<file path="config.mk">
export PLATFORM = sky130hd
export DESIGN_NAME = dds_voice_engine
export DESIGN_NICKNAME = d
export VERILOG_FILES = /design/src/rtl/dds_voice_pkg.sv /design/src/rtl/dds_wave_shaper.sv /design/src/rtl/dds_voice_engine.sv
export SDC_FILE = /design/constraint.sdc
export NUM_CORES = 1
export LEC_CHECK = 0
export ABC_AREA = 1
export ABC_CLOCK_PERIOD_IN_PS = 11800
export CORE_MARGIN = 3
export CORE_UTILIZATION = 30
export CTS_CLUSTER_SIZE = 12
export DETAILED_ROUTE_END_ITERATION = 8
export SYNTH_ARGS = -nofsm -noshare
export SYNTH_HDL_FRONTEND = slang
export SYNTH_SLANG_ARGS = --single-unit
</file>
<file path="constraint.sdc">
create_clock -name clk_in -period 11.8 [get_ports clk_in]
set_input_delay 1.18 -clock clk_in [delete_from_list [all_inputs] [get_ports clk_in]]
set_output_delay 1.18 -clock clk_in [all_outputs]
set_load 0.01 [all_outputs]
</file>
<file path="src/rtl/dds_voice_pkg.sv">
// dds_voice_pkg: shared field addresses, enums, LFSR constants and saturation helper
package dds_voice_pkg;
  localparam logic [2:0] FLD_INCR  = 3'd0;
  localparam logic [2:0] FLD_VOL   = 3'd1;
  localparam logic [2:0] FLD_WAVE  = 3'd2;
  localparam logic [2:0] FLD_DECAY = 3'd3;
  localparam logic [2:0] FLD_KEY   = 3'd4;
  localparam logic [2:0] FLD_CTRL  = 3'd7;
  typedef enum logic [1:0] {W_SQUARE, W_SAW, W_TRI, W_NOISE} wave_e;
  typedef enum logic [2:0] {S_IDLE, S_ACC, S_SHAPE, S_SCALE, S_OUT} state_e;
  localparam logic [15:0] LFSR_SEED = 16'hACE1;
  localparam logic [15:0] LFSR_TAPS = 16'hB400;
  function automatic logic signed [31:0] saturate(input logic signed [31:0] x, input int w);
    logic signed [31:0] hi, lo;
    hi = (32'sd1 <<< (w - 1)) - 32'sd1;
    lo = -hi - 32'sd1;
    return x > hi ? hi : x < lo ? lo : x;
  endfunction
endpackage

</file>
<file path="src/rtl/dds_wave_shaper.sv">
// dds_wave_shaper: phase to signed 16-bit sample for square/saw/triangle/noise
module dds_wave_shaper
  import dds_voice_pkg::*;
(
  input  logic        clk_in,
  input  logic        reset_in,
  input  logic [15:0] phase,
  input  logic [1:0]  wave,
  input  logic        adv,
  output logic [15:0] sample
);
  logic [15:0] lfsr, tri_w;
  always_comb begin
    tri_w = phase[15] ? ~{phase[14:0], 1'b0} : {phase[14:0], 1'b0};
    sample = wave == W_SQUARE ? (phase[15] ? 16'h8001 : 16'h7FFF) :
             wave == W_SAW    ? phase ^ 16'h8000 :
             wave == W_TRI    ? tri_w ^ 16'h8000 : lfsr;
  end
  always_ff @(posedge clk_in or posedge reset_in)
    if (reset_in) lfsr <= LFSR_SEED;
    else if (adv && wave == W_NOISE) lfsr <= {1'b0, lfsr[15:1]} ^ (lfsr[0] ? LFSR_TAPS : 16'h0);
endmodule

</file>
<file path="src/rtl/dds_voice_engine.sv">
// dds_voice_engine: NUM_CH-voice DDS with envelopes, per-frame sequencer and saturating mixer
module dds_voice_engine
  import dds_voice_pkg::*;
#(
  parameter int NUM_CH = 4,
  parameter int ACC_W  = 16,
  parameter int OUT_W  = 16,
  parameter int ADDR_W = 6
) (
  input  logic              clk_in,
  input  logic              reset_in,
  input  logic              sample_tick_in,
  input  logic [15:0]       data_in,
  input  logic [ADDR_W-1:0] addr_in,
  input  logic              data_valid_in,
  output logic [OUT_W-1:0]  data_out,
  output logic              data_valid_out,
  output logic              busy_out,
  output logic              overrun_out
);
  localparam int CH_W  = NUM_CH > 1 ? $clog2(NUM_CH) : 1;
  localparam int MIX_W = OUT_W + 4;
  state_e state, state_n;
  logic [CH_W-1:0] ch, wch;
  logic [ACC_W-1:0] acc [NUM_CH];
  logic [ACC_W-1:0] incr [NUM_CH];
  logic [7:0] vol [NUM_CH];
  logic [7:0] decay [NUM_CH];
  logic [7:0] env [NUM_CH];
  logic [1:0] wave [NUM_CH];
  logic [NUM_CH-1:0] gate, clr_pend;
  logic signed [MIX_W-1:0] mix;
  logic signed [24:0] prod;
  logic [15:0] shp, samp;
  logic [2:0] fld;
  logic wr, last;
  assign fld  = addr_in[5:3];
  assign wch  = addr_in[CH_W-1:0];
  assign wr   = data_valid_in && int'(addr_in[2:0]) < NUM_CH;
  assign last = ch == CH_W'(NUM_CH - 1);
  assign prod = $signed(samp) * $signed({1'b0, env[ch]});
  dds_wave_shaper u_shaper (
    .clk_in   (clk_in),
    .reset_in (reset_in),
    .phase    (acc[ch][ACC_W-1 -: 16]),
    .wave     (wave[ch]),
    .adv      (state == S_SHAPE),
    .sample   (shp)
  );
  always_ff @(posedge clk_in or posedge reset_in)
    if (reset_in) state <= S_IDLE;
    else state <= state_n;
  always_comb
    state_n = state == S_IDLE  ? (sample_tick_in ? S_ACC : S_IDLE) :
              state == S_ACC   ? S_SHAPE :
              state == S_SHAPE ? S_SCALE :
              state == S_SCALE ? (last ? S_OUT : S_ACC) : S_IDLE;
  always_ff @(posedge clk_in or posedge reset_in)
    if (reset_in) begin
      ch <= '0;
      mix <= '0;
      samp <= '0;
      data_out <= '0;
      data_valid_out <= 1'b0;
      busy_out <= 1'b0;
      overrun_out <= 1'b0;
      gate <= '0;
      clr_pend <= '0;
      for (int i = 0; i < NUM_CH; i++) begin
        acc[i] <= '0;
        incr[i] <= '0;
        vol[i] <= '0;
        decay[i] <= '0;
        env[i] <= '0;
        wave[i] <= '0;
      end
    end else begin
      data_valid_out <= state == S_OUT;
      if (state == S_IDLE && sample_tick_in) begin
        ch <= '0;
        mix <= '0;
        busy_out <= 1'b1;
      end
      if (data_valid_in && fld == FLD_CTRL && data_in[0]) overrun_out <= 1'b0;
      if (sample_tick_in && busy_out) overrun_out <= 1'b1;
      if (state == S_SHAPE) samp <= shp;
      if (state == S_SCALE) begin
        mix <= mix + MIX_W'(prod >>> 8);
        ch <= last ? ch : ch + 1'b1;
        env[ch] <= gate[ch] ? vol[ch] : env[ch] > decay[ch] ? env[ch] - decay[ch] : 8'd0;
      end
      if (state == S_OUT) begin
        data_out <= OUT_W'(saturate(32'(mix >>> (16 - OUT_W)), OUT_W));
        busy_out <= 1'b0;
      end
      clr_pend <= '0;
      for (int i = 0; i < NUM_CH; i++)
        if (clr_pend[i]) acc[i] <= '0;
      if (state == S_ACC) acc[ch] <= acc[ch] + incr[ch];
      if (wr) begin
        if (fld == FLD_INCR) incr[wch] <= ACC_W'(data_in);
        if (fld == FLD_VOL) vol[wch] <= data_in[7:0];
        if (fld == FLD_WAVE) wave[wch] <= data_in[1:0];
        if (fld == FLD_DECAY) decay[wch] <= data_in[7:0];
        if (fld == FLD_KEY && data_in[0]) begin
          env[wch] <= vol[wch];
          gate[wch] <= 1'b1;
          if (state == S_ACC && ch == wch) clr_pend[wch] <= 1'b1;
          else acc[wch] <= '0;
        end else if (fld == FLD_KEY && data_in[1]) gate[wch] <= 1'b0;
      end
    end
endmodule
</file>
# Yosys cells after proc, flatten, opt, wreduce, memory -nomap -nowiden
# Cells that the tools add are included.
# op_classes
addsub,4
mul,1
div_mod_pow,0
n_lt_le_gt_ge,11
n_eq_ne,15
shift,0
mux,83
n_bitwise,11
n_reduce_logical,25
# ops
op,count
$mux W16,18
$mux W64,4
$bwmux W32,4
$bwmux W64,2
$mux W32,3
$mux W8,12
$and A64 B64 Y64,1
$bmux W16 S2,2
$bmux W8 S2,4
$demux W16 S2,2
$not A64 Y64,1
$mux W20,2
$demux W8 S2,2
$mul A16 B9 Y25,1
$add A20 B17 Y20,1
$gt A20 B16 Y1 const B,1
$lt A20 B16 Y1 const B,1
$mux W4,5
$add A16 B16 Y16,1
$not A16 Y16,1
$xor A15 B16 Y16,1
$mux W3,5
$eq A3 B2 Y1 const B,4
$logic_and A1 B1 Y1,12
30 further kinds,60
# word_totals
regBits,316
latchBits,0
mem_bits_rw,0
mem_bits_ro,0
input_bits,26
out_inout_bits,19
wordCells,185
memories,0

# Logic depth before layout (Yosys ltp)
# Gate-level depths: netlist of run 1.
# logic_depth
depth_word,12
depth_mapped,41
mapped_depth_nobuf,38

# Cells and area by module
# Synthesis of run 1 repeated with hierarchy kept, for this count alone.
# unflattened
hier_cells,2819
hier_area_um2,21877.2
# modules_own_cells
mod,instances,cells_each,area_per_inst_um2,seq_area_each_um2
dds_voice_engine,1,2609,20588.5,7507.2
dds_wave_shaper,1,210,1288.7,410.4

# Worst setup path after synthesis of run 1
# OpenSTA, ideal clock, no wires.
# synth_timing
kind,reg2reg
start,reg ch[1]
end,reg mix[17]
setup_time_ns,0.129
t_arrival_ns,6.117
required_time_ns,11.671
path_slack_ns,5.554
stages_incl_launch_ff,34
n_path_buf,5
period_less_slack_ns,6.246
path_cell_list,dfrtp_1 -> buf_6 -> inv_2 -> buf_4 -> buf_2 -> buf_2 -> nand3_1 -> nand2_1 -> clkbuf_1 -> nor2_1 -> fa_1 -> fa_1 -> fa_1 -> inv_1 -> fa_1 -> inv_1 -> ha_1 -> nand2_1 -> nor2_1 -> nand2_1 -> o21ai_0 -> inv_1 -> o21ai_0 -> xor2_1 -> ha_1 -> nand2_1 -> nor2_1 -> nand2_1 -> o21ai_0 -> nand3_1 -> nand2_1 -> a21oi_1 -> o21ai_0 -> o21ai_0
# synth_between
elab_chain_len,7
# synth_rtl
element,line_no,rtl
start: declaration,dds_voice_engine.sv:24,"logic [CH_W-1:0] ch, wch;"
start signal: assignment,dds_voice_engine.sv:89,ch <= last ? ch : ch + 1'b1;
$not A2 Y3 (not written as such),dds_voice_engine.sv:41,"assign prod = $signed(samp) * $signed({1'b0, env[ch]});"
$bmux W8 S2,dds_voice_engine.sv:41,
$mux W8 (not written as such) (2 in series),dds_voice_engine.sv:41,
$mul A16 B9 Y25,dds_voice_engine.sv:41,
$add A20 B17 Y20,dds_voice_engine.sv:88,mix <= mix + MIX_W'(prod >>> 8);
$mux W20,dds_voice_engine.sv:87,if (state == S_SCALE) begin
end signal: assignment,dds_voice_engine.sv:88,
end: declaration,dds_voice_engine.sv:32,logic signed [MIX_W-1:0] mix;
# Every way passes these cells. The select of a mux whose other input is x is not followed.
# A chain may end at the register's enable or synchronous reset.

# Worst setup path in the final report of run 1
# layout_timing
start,reg ch[0]
end,reg mix[18]
# Same word-level chain as after synthesis.

==> out/results.ini, run 1 <==
[synth]
synth_cell_types = 55
syn_area_per_cell_um2 = 7.856
syn_inst = 2734
yosysWarnings = 0
synth_fp_nets = 2956
ys_seq_area_frac = 0.3686
synth.cell_area_um2 = 21480
yosys_register_bits = 316
ys.flop_type = dfrtp_1
ys_async_sr_fraction = 1.000
synth_enable_flop_cells = 0

[route]
wl_mm = 61.38
ant_nets = 0
first_iter_violations = 1734
wire_per_inst_um = 16.62
vias = 18383
via_per_inst = 4.978
drcViolationCount = 0
firstDrtPassIters = 5

[setup_path]
path_common_cell = nand2_1
r2r_end = mix[18]$_DFFE_PP0P_
startpoint_type = flop
r2r_start = ch[0]$_DFFE_PP0P_
cp.required_ps = 12250
critPathLaunch = ch[0]$_DFFE_PP0P_
cp.arrival_ps = 8150
slowest_stage = dfrtp_4
worst_r2r_path_depth = 29
crit_path_end_kind = flop
cp_top_family = adder cells
reg2reg_slack_ps = 4090
crit_path_end = mix[18]$_DFFE_PP0P_
critPathKind = flop to flop
crit_cells = 29
worst-path-buf-inv = 5
cp_max_fo = 61
max_stage_delay_ps = 670

[clock_network]
cts_tree = yes
clockRootBuffer = clkbuf_16
clk-insertion-delay-late_ps = 580
path_clk_slew_ps = 60
clockBufferDepth = 3
clock-sinks = 316
post-cts-setup-buffers = 0
cts.repair.resized = 0
hold_buffers = 0
cts_buffers = 36
cts_htree_levels = 2

[sta]
fmax_ghz = 0.1298
grt_setup_unrepaired = false
layout_min_cycle_time_ps = 7705
fin_setup_tns_ps = 0
relSlewSlack = 0.2974
finalMaxSlewViolations = 0
final-hold-violation-count = 0
worst_pin_slew_ps = 1054
setup_viol = 0
fin_skew_ps = 21.83
min_period_over_period = 0.6530

[global_routing]
grt_use_total = 0.1660
overflow = 0
antenna_found_initial = 0
grt_start_max_net_pins = 142
grt_pass1_wl_mm = 99.86
grt_pass1_vias = 18107

[floorplan]
ioPinCount = 45
row_count = 97
dieArea_um2 = 74840
dieHeight_um = 273.6
start_util = 0.3046
die_w_um = 273.6
coreArea_um2 = 70510

[placed_design]
place_congestion = 0.8914
portBuffers = 44
hpwl_mm = 43.06
dpl-instance-area_um2 = 22790

[finish]
final_nets = 2948
area_delta_synth_final_pct = 11.74
diodes = 0
fillers = 7461
drive_gt1_frac = 0.04940
stdcell_area_um2 = 24000
layout_common_cells = nand2_1 (538), inv_1 (388), o21ai_0 (361)
layout_commonest_cell = nand2_1

[run]
cap_violations = 0

[worst_hold_path]
hold_path.class = flop to flop
min-delay-start = incr[40]$_DFFE_PP0P_

[run_status]
status = finished, final reports clean

-- registers in the layout, indices dropped and copies added, names as in the netlist, named ones only --
name / flops
clr_pend: 4
overrun_out: 1
data_valid_out: 1
env: 32
decay: 32
data_out: 16
busy_out: 1
acc: 64
ch: 2
samp: 16
vol: 32
mix: 20
state: 3
incr: 64
wave: 8
u_shaper.lfsr: 16
-- worst min-delay path by stage --
stage / end / slack (ps) / cells past startpoint
3_3_place_gp: incr[23]$_DFFE_PP0P_ / 460 / 2
4_1_cts: incr[43]$_DFFE_PP0P_ / 480 / 2
5_1_grt: data_out[3]$_DFFE_PP0P_ / 500 / 2
3_5_place_dp: incr[43]$_DFFE_PP0P_ / 470 / 2
2_1_floorplan: decay[8]$_DFFE_PP0P_ / 450 / 2
6_report: incr[40]$_DFFE_PP0P_ / 480 / 2
-- cells by family after synthesis --
family,share of synthesized area
AO/OA/AOI/OAI,0.1886
buffers and inverters,0.09286
AND/OR/NAND/NOR,0.1815
flip-flops,0.3686
XOR/XNOR,0.01794
adder cells (fa/ha/maj),0.1505
-- tightest hold or removal path, stage by stage, from the launching register on --
cell	delay, ps
dfrtp_1	330
nand2_1	50
o21ai_0	60
-- synth_stat cells, types with 4 or more instances --
cell type    n  area share
nor2_4       8      0.0042
a22oi_1     37       0.013
buf_4        4      0.0014
inv_2        5     0.00087
o22ai_2      7      0.0041
a311o_1      5      0.0023
nor2_1     244       0.043
dfstp_2      8      0.0098
buf_2       25      0.0058
xor2_1      23      0.0094
xnor2_1     21      0.0086
o221ai_1     4      0.0016
o22ai_1     27      0.0079
buf_6        4      0.0021
fa_1       104       0.097
buf_1        7      0.0012
nand4_1     10      0.0029
nand2_1    538       0.094
nand2_2      4      0.0012
nor2_2       7      0.0020
a21oi_1    199       0.046
inv_1      389       0.068
a21o_1       6      0.0021
ha_1        92       0.054
nor4_1       4      0.0012
o21ai_0    361       0.084
a211oi_1     4      0.0014
o21a_1       9      0.0031
a32o_1      14      0.0065
a221oi_1    13      0.0053
or2_2        6      0.0017
nor3_1      27      0.0063
nand3_1    101       0.024
dfrtp_1    308        0.36
clkbuf_1    72       0.013
o211ai_1     5      0.0017
-- routing by layer --
| metal | global-route usage | vias to the layer above | wire length (µm) | part of all wire |
|---|---|---|---|---|
| met5 | 0 | - | 0 | 0 |
| met4 | 0.04831 | 0 | 1387 | 0.023 |
| met3 | 0.02454 | 85 | 3508 | 0.057 |
| met2 | 0.2619 | 485 | 27360 | 0.45 |
| met1 | 0.2354 | 8908 | 29130 | 0.47 |
| li1 | - | 8905 | - | - |
-- stage by stage --
stage                     std cells    util  hold WS, ps  worst slack (ps)
after floorplan                2734       -        447.8              1890
after global placement         3628  0.3232        460.3              4263
after detailed placement       3628  0.3232        467.8              4119
after CTS                      3693  0.3404        482.6              4106
after global routing           3693  0.3404        496.0              3394
final                          3693  0.3404        477.0              4095
-- area by class of cell --
class	instances	area, µm²	area share
inverter	398	1505	0.06271
timing repair buffer	66	618.1	0.02575
tap	940	1176	0.04900
clock buffer	56	1106	0.04608
multi-input combinational	1908	11570	0.4819
clock inverter	9	106.4	0.004431
sequential	316	7923	0.3301
Power of run 1 is left out: the tool's default activity adds up to more than one toggle a clock period on the data nets, which glitch-free logic cannot reach.
==> inputs of run 2 (changes only) <==
--- a/config.mk
+++ b/config.mk
@@ -6,7 +6,7 @@
 export NUM_CORES = 1
 export LEC_CHECK = 0
 export ABC_AREA = 1
-export ABC_CLOCK_PERIOD_IN_PS = 11800
+export ABC_CLOCK_PERIOD_IN_PS = 7200
 export CORE_MARGIN = 3
 export CORE_UTILIZATION = 30
 export CTS_CLUSTER_SIZE = 12
==> constraint.sdc (replaced) <==
create_clock -name clk_in -period 7.2 [get_ports clk_in]
set_input_delay 0.72 -clock clk_in [delete_from_list [all_inputs] [get_ports clk_in]]
set_output_delay 0.72 -clock clk_in [all_outputs]
set_load 0.01 [all_outputs]
==> run 2 against run 1 <==
Clock skew decreased by 2.5 ps. Utilization increased by 0.24 points. Count of clock-buffer cells in the layout decreased by 2. First-iteration DRC count decreased by 11%. Worst hold slack improved by 0.99 ps. Worst setup slack got worse by 3600 ps. Register-to-register slack got worse by 3600 ps. Non-clock buffer count increased by 15. Critical path depth increased by 3.
==> out/results.ini, run 2 (same netlist as run 1, synthesis figures left out) <==
[run]
cap_violations = 0  ; unchanged

[floorplan]
dieHeight_um = 273.6  ; unchanged
dieArea_um2 = 74840  ; unchanged
ioPinCount = 45  ; unchanged
coreArea_um2 = 70510  ; unchanged
row_count = 97  ; unchanged
start_util = 0.3046  ; unchanged
die_w_um = 273.6  ; unchanged

[finish]
layout_common_cells = nand2_1 (538), inv_1 (388), o21ai_0 (360)
diodes = 0  ; unchanged
fillers = 7378  ; -1.1%
drive_gt1_frac = 0.05668  ; +0.007278
reg_top3 = acc (64), incr (64)
layout_commonest_cell = nand2_1
area_delta_synth_final_pct = 12.52
fin_util = 0.3427  ; +0.002378
stdcell_count = 3710  ; +0.46%
final_nets = 2964  ; +0.54%

[clock_network]
cts_buffers = 37  ; +2.8%
post-cts-setup-buffers = 0  ; unchanged
clock-sinks = 316  ; unchanged
cts_tree = yes
clockRootBuffer = clkbuf_16
clk-insertion-delay-late_ps = 560  ; -20 ps
cts_htree_levels = 2  ; unchanged
path_clk_slew_ps = 60  ; about the same
clockBufferDepth = 3  ; unchanged

[sta]
min_period_over_period = 0.9252  ; +0.2722
finalMaxSlewViolations = 0  ; unchanged
grt_setup_unrepaired = false
fin_skew_ps = 19.33  ; -2.499 ps
worst_pin_slew_ps = 1042  ; -12.08 ps
relSlewSlack = 0.3055  ; +0.008056
final-hold-violation-count = 0  ; unchanged
fin_setup_tns_ps = 0  ; unchanged
setup_viol = 0  ; unchanged
layout_min_cycle_time_ps = 6662  ; -1044 ps
fmax_ghz = 0.1501  ; +16%
fin_ws_ps = 538.4  ; -3556 ps

[global_routing]
grtUsageMet2 = 0.2568  ; -0.005038
met3_usage = 0.02139  ; -0.003155
overflow = 0  ; unchanged
antenna_found_initial = 0  ; unchanged
grt.busiest_layer = met2
grt_start_max_net_pins = 166  ; +17%
grt_use_total = 0.1620  ; -0.004031
grt_pass1_wl_mm = 97.17  ; -2.7%
gr-usage-met1 = 0.2300  ; -0.005380
grt_pass1_vias = 17553  ; -3.1%

[setup_path]
cp_max_fo = 21  ; -66%
crit_path_end_kind = flop
cp.arrival_ps = 7090  ; -1060 ps
worst_r2r_path_depth = 32  ; +10%
cp.required_ps = 7630  ; -4620 ps
max_stage_delay_ps = 540  ; -130 ps
path_common_cell = nand2_1
critPathKind = flop to flop
slowest_stage = dfrtp_4
reg2reg_slack_ps = 540  ; -3560 ps
startpoint_type = flop

[worst_hold_path]
worstHoldPathCells = 2  ; unchanged
hold_path.class = flop to flop

[route]
ant_nets = 0  ; unchanged
first_iter_violations = 1547  ; -11%
drcViolationCount = 0  ; unchanged
wl_mm = 60.85  ; -0.87%
via_per_inst = 4.946  ; -0.65%
vias = 18348  ; -0.19%
wire_per_inst_um = 16.40  ; -1.3%
firstDrtPassIters = 6  ; +1

[placed_design]
hpwl_mm = 43.08  ; about the same
place_congestion = 0.8886  ; -0.31%
place_ws_ps = 378.7  ; -3740 ps
portBuffers = 44  ; unchanged
dp_cells = 3643  ; +0.41%

[run_status]
status = finished, final reports clean

run 2: cell count changes in the layout (fill, tap and decap cells not counted), moves of 2 or more:
cell,previous run,this run
clkbuf_8,13,11
buf_4,21,35
clkinv_2,4,6
inv_6,1,3
run 2: metal layers:
layer  vias to the layer above  wire (µm)
met4                         0       1451
met1                      8818      28650
met2                       508      27380
li1                       8930          -
met5                         -          0
met3                        92       3374
run 2: path summary, 6_finish.rpt:
kind	from	endpoint
min	incr[29]$_DFFE_PP0P_	incr[29]$_DFFE_PP0P_
min in group asynchronous	reset_in	state[1]$_DFF_PP0_
max reg2reg	ch[0]$_DFFE_PP0P_	mix[17]$_DFFE_PP0P_
min reg2reg	incr[29]$_DFFE_PP0P_	incr[29]$_DFFE_PP0P_
max	ch[0]$_DFFE_PP0P_	mix[17]$_DFFE_PP0P_
max in group asynchronous	reset_in	clr_pend[2]$_DFF_PP0_
run 2: what timing repair did:
item / in CTS / in global routing
gates resized for setup: 0 / 6
hold buffers: 0 / 0
setup endpoints to repair: 0 / 8
run 2: final cells by class:
class / instances / area, µm² / share of cell area
clock buffer: 54 / 1100 / 0.04551
clock inverter: 13 / 151.4 / 0.006264
inverter: 398 / 1504 / 0.06223
multi-input combinational: 1908 / 11580 / 0.4791
sequential: 316 / 7923 / 0.3278
tap: 940 / 1176 / 0.04866
timing repair buffer: 81 / 734.5 / 0.03039
run 2: stage by stage:
step                      hold slack, ps  cell area, µm²
final                              478.0           24170
after global routing               493.8           24170
after CTS                          482.9           24150
after detailed placement           468.2           22900
after global placement             462.6           22900
after floorplan                    447.8           21480
run 2: critical path: cells and delay by family, from the launching register on:
kind                     cells  cell delay [ps]
adder cells (fa/ha/maj)      6             2760
AND/OR/NAND/NOR             13             1240
AO/OA/AOI/OAI                7             1260
flip-flops                   1              540
buffers and inverters        6              740
Power of run 2 is left out for the same reason.
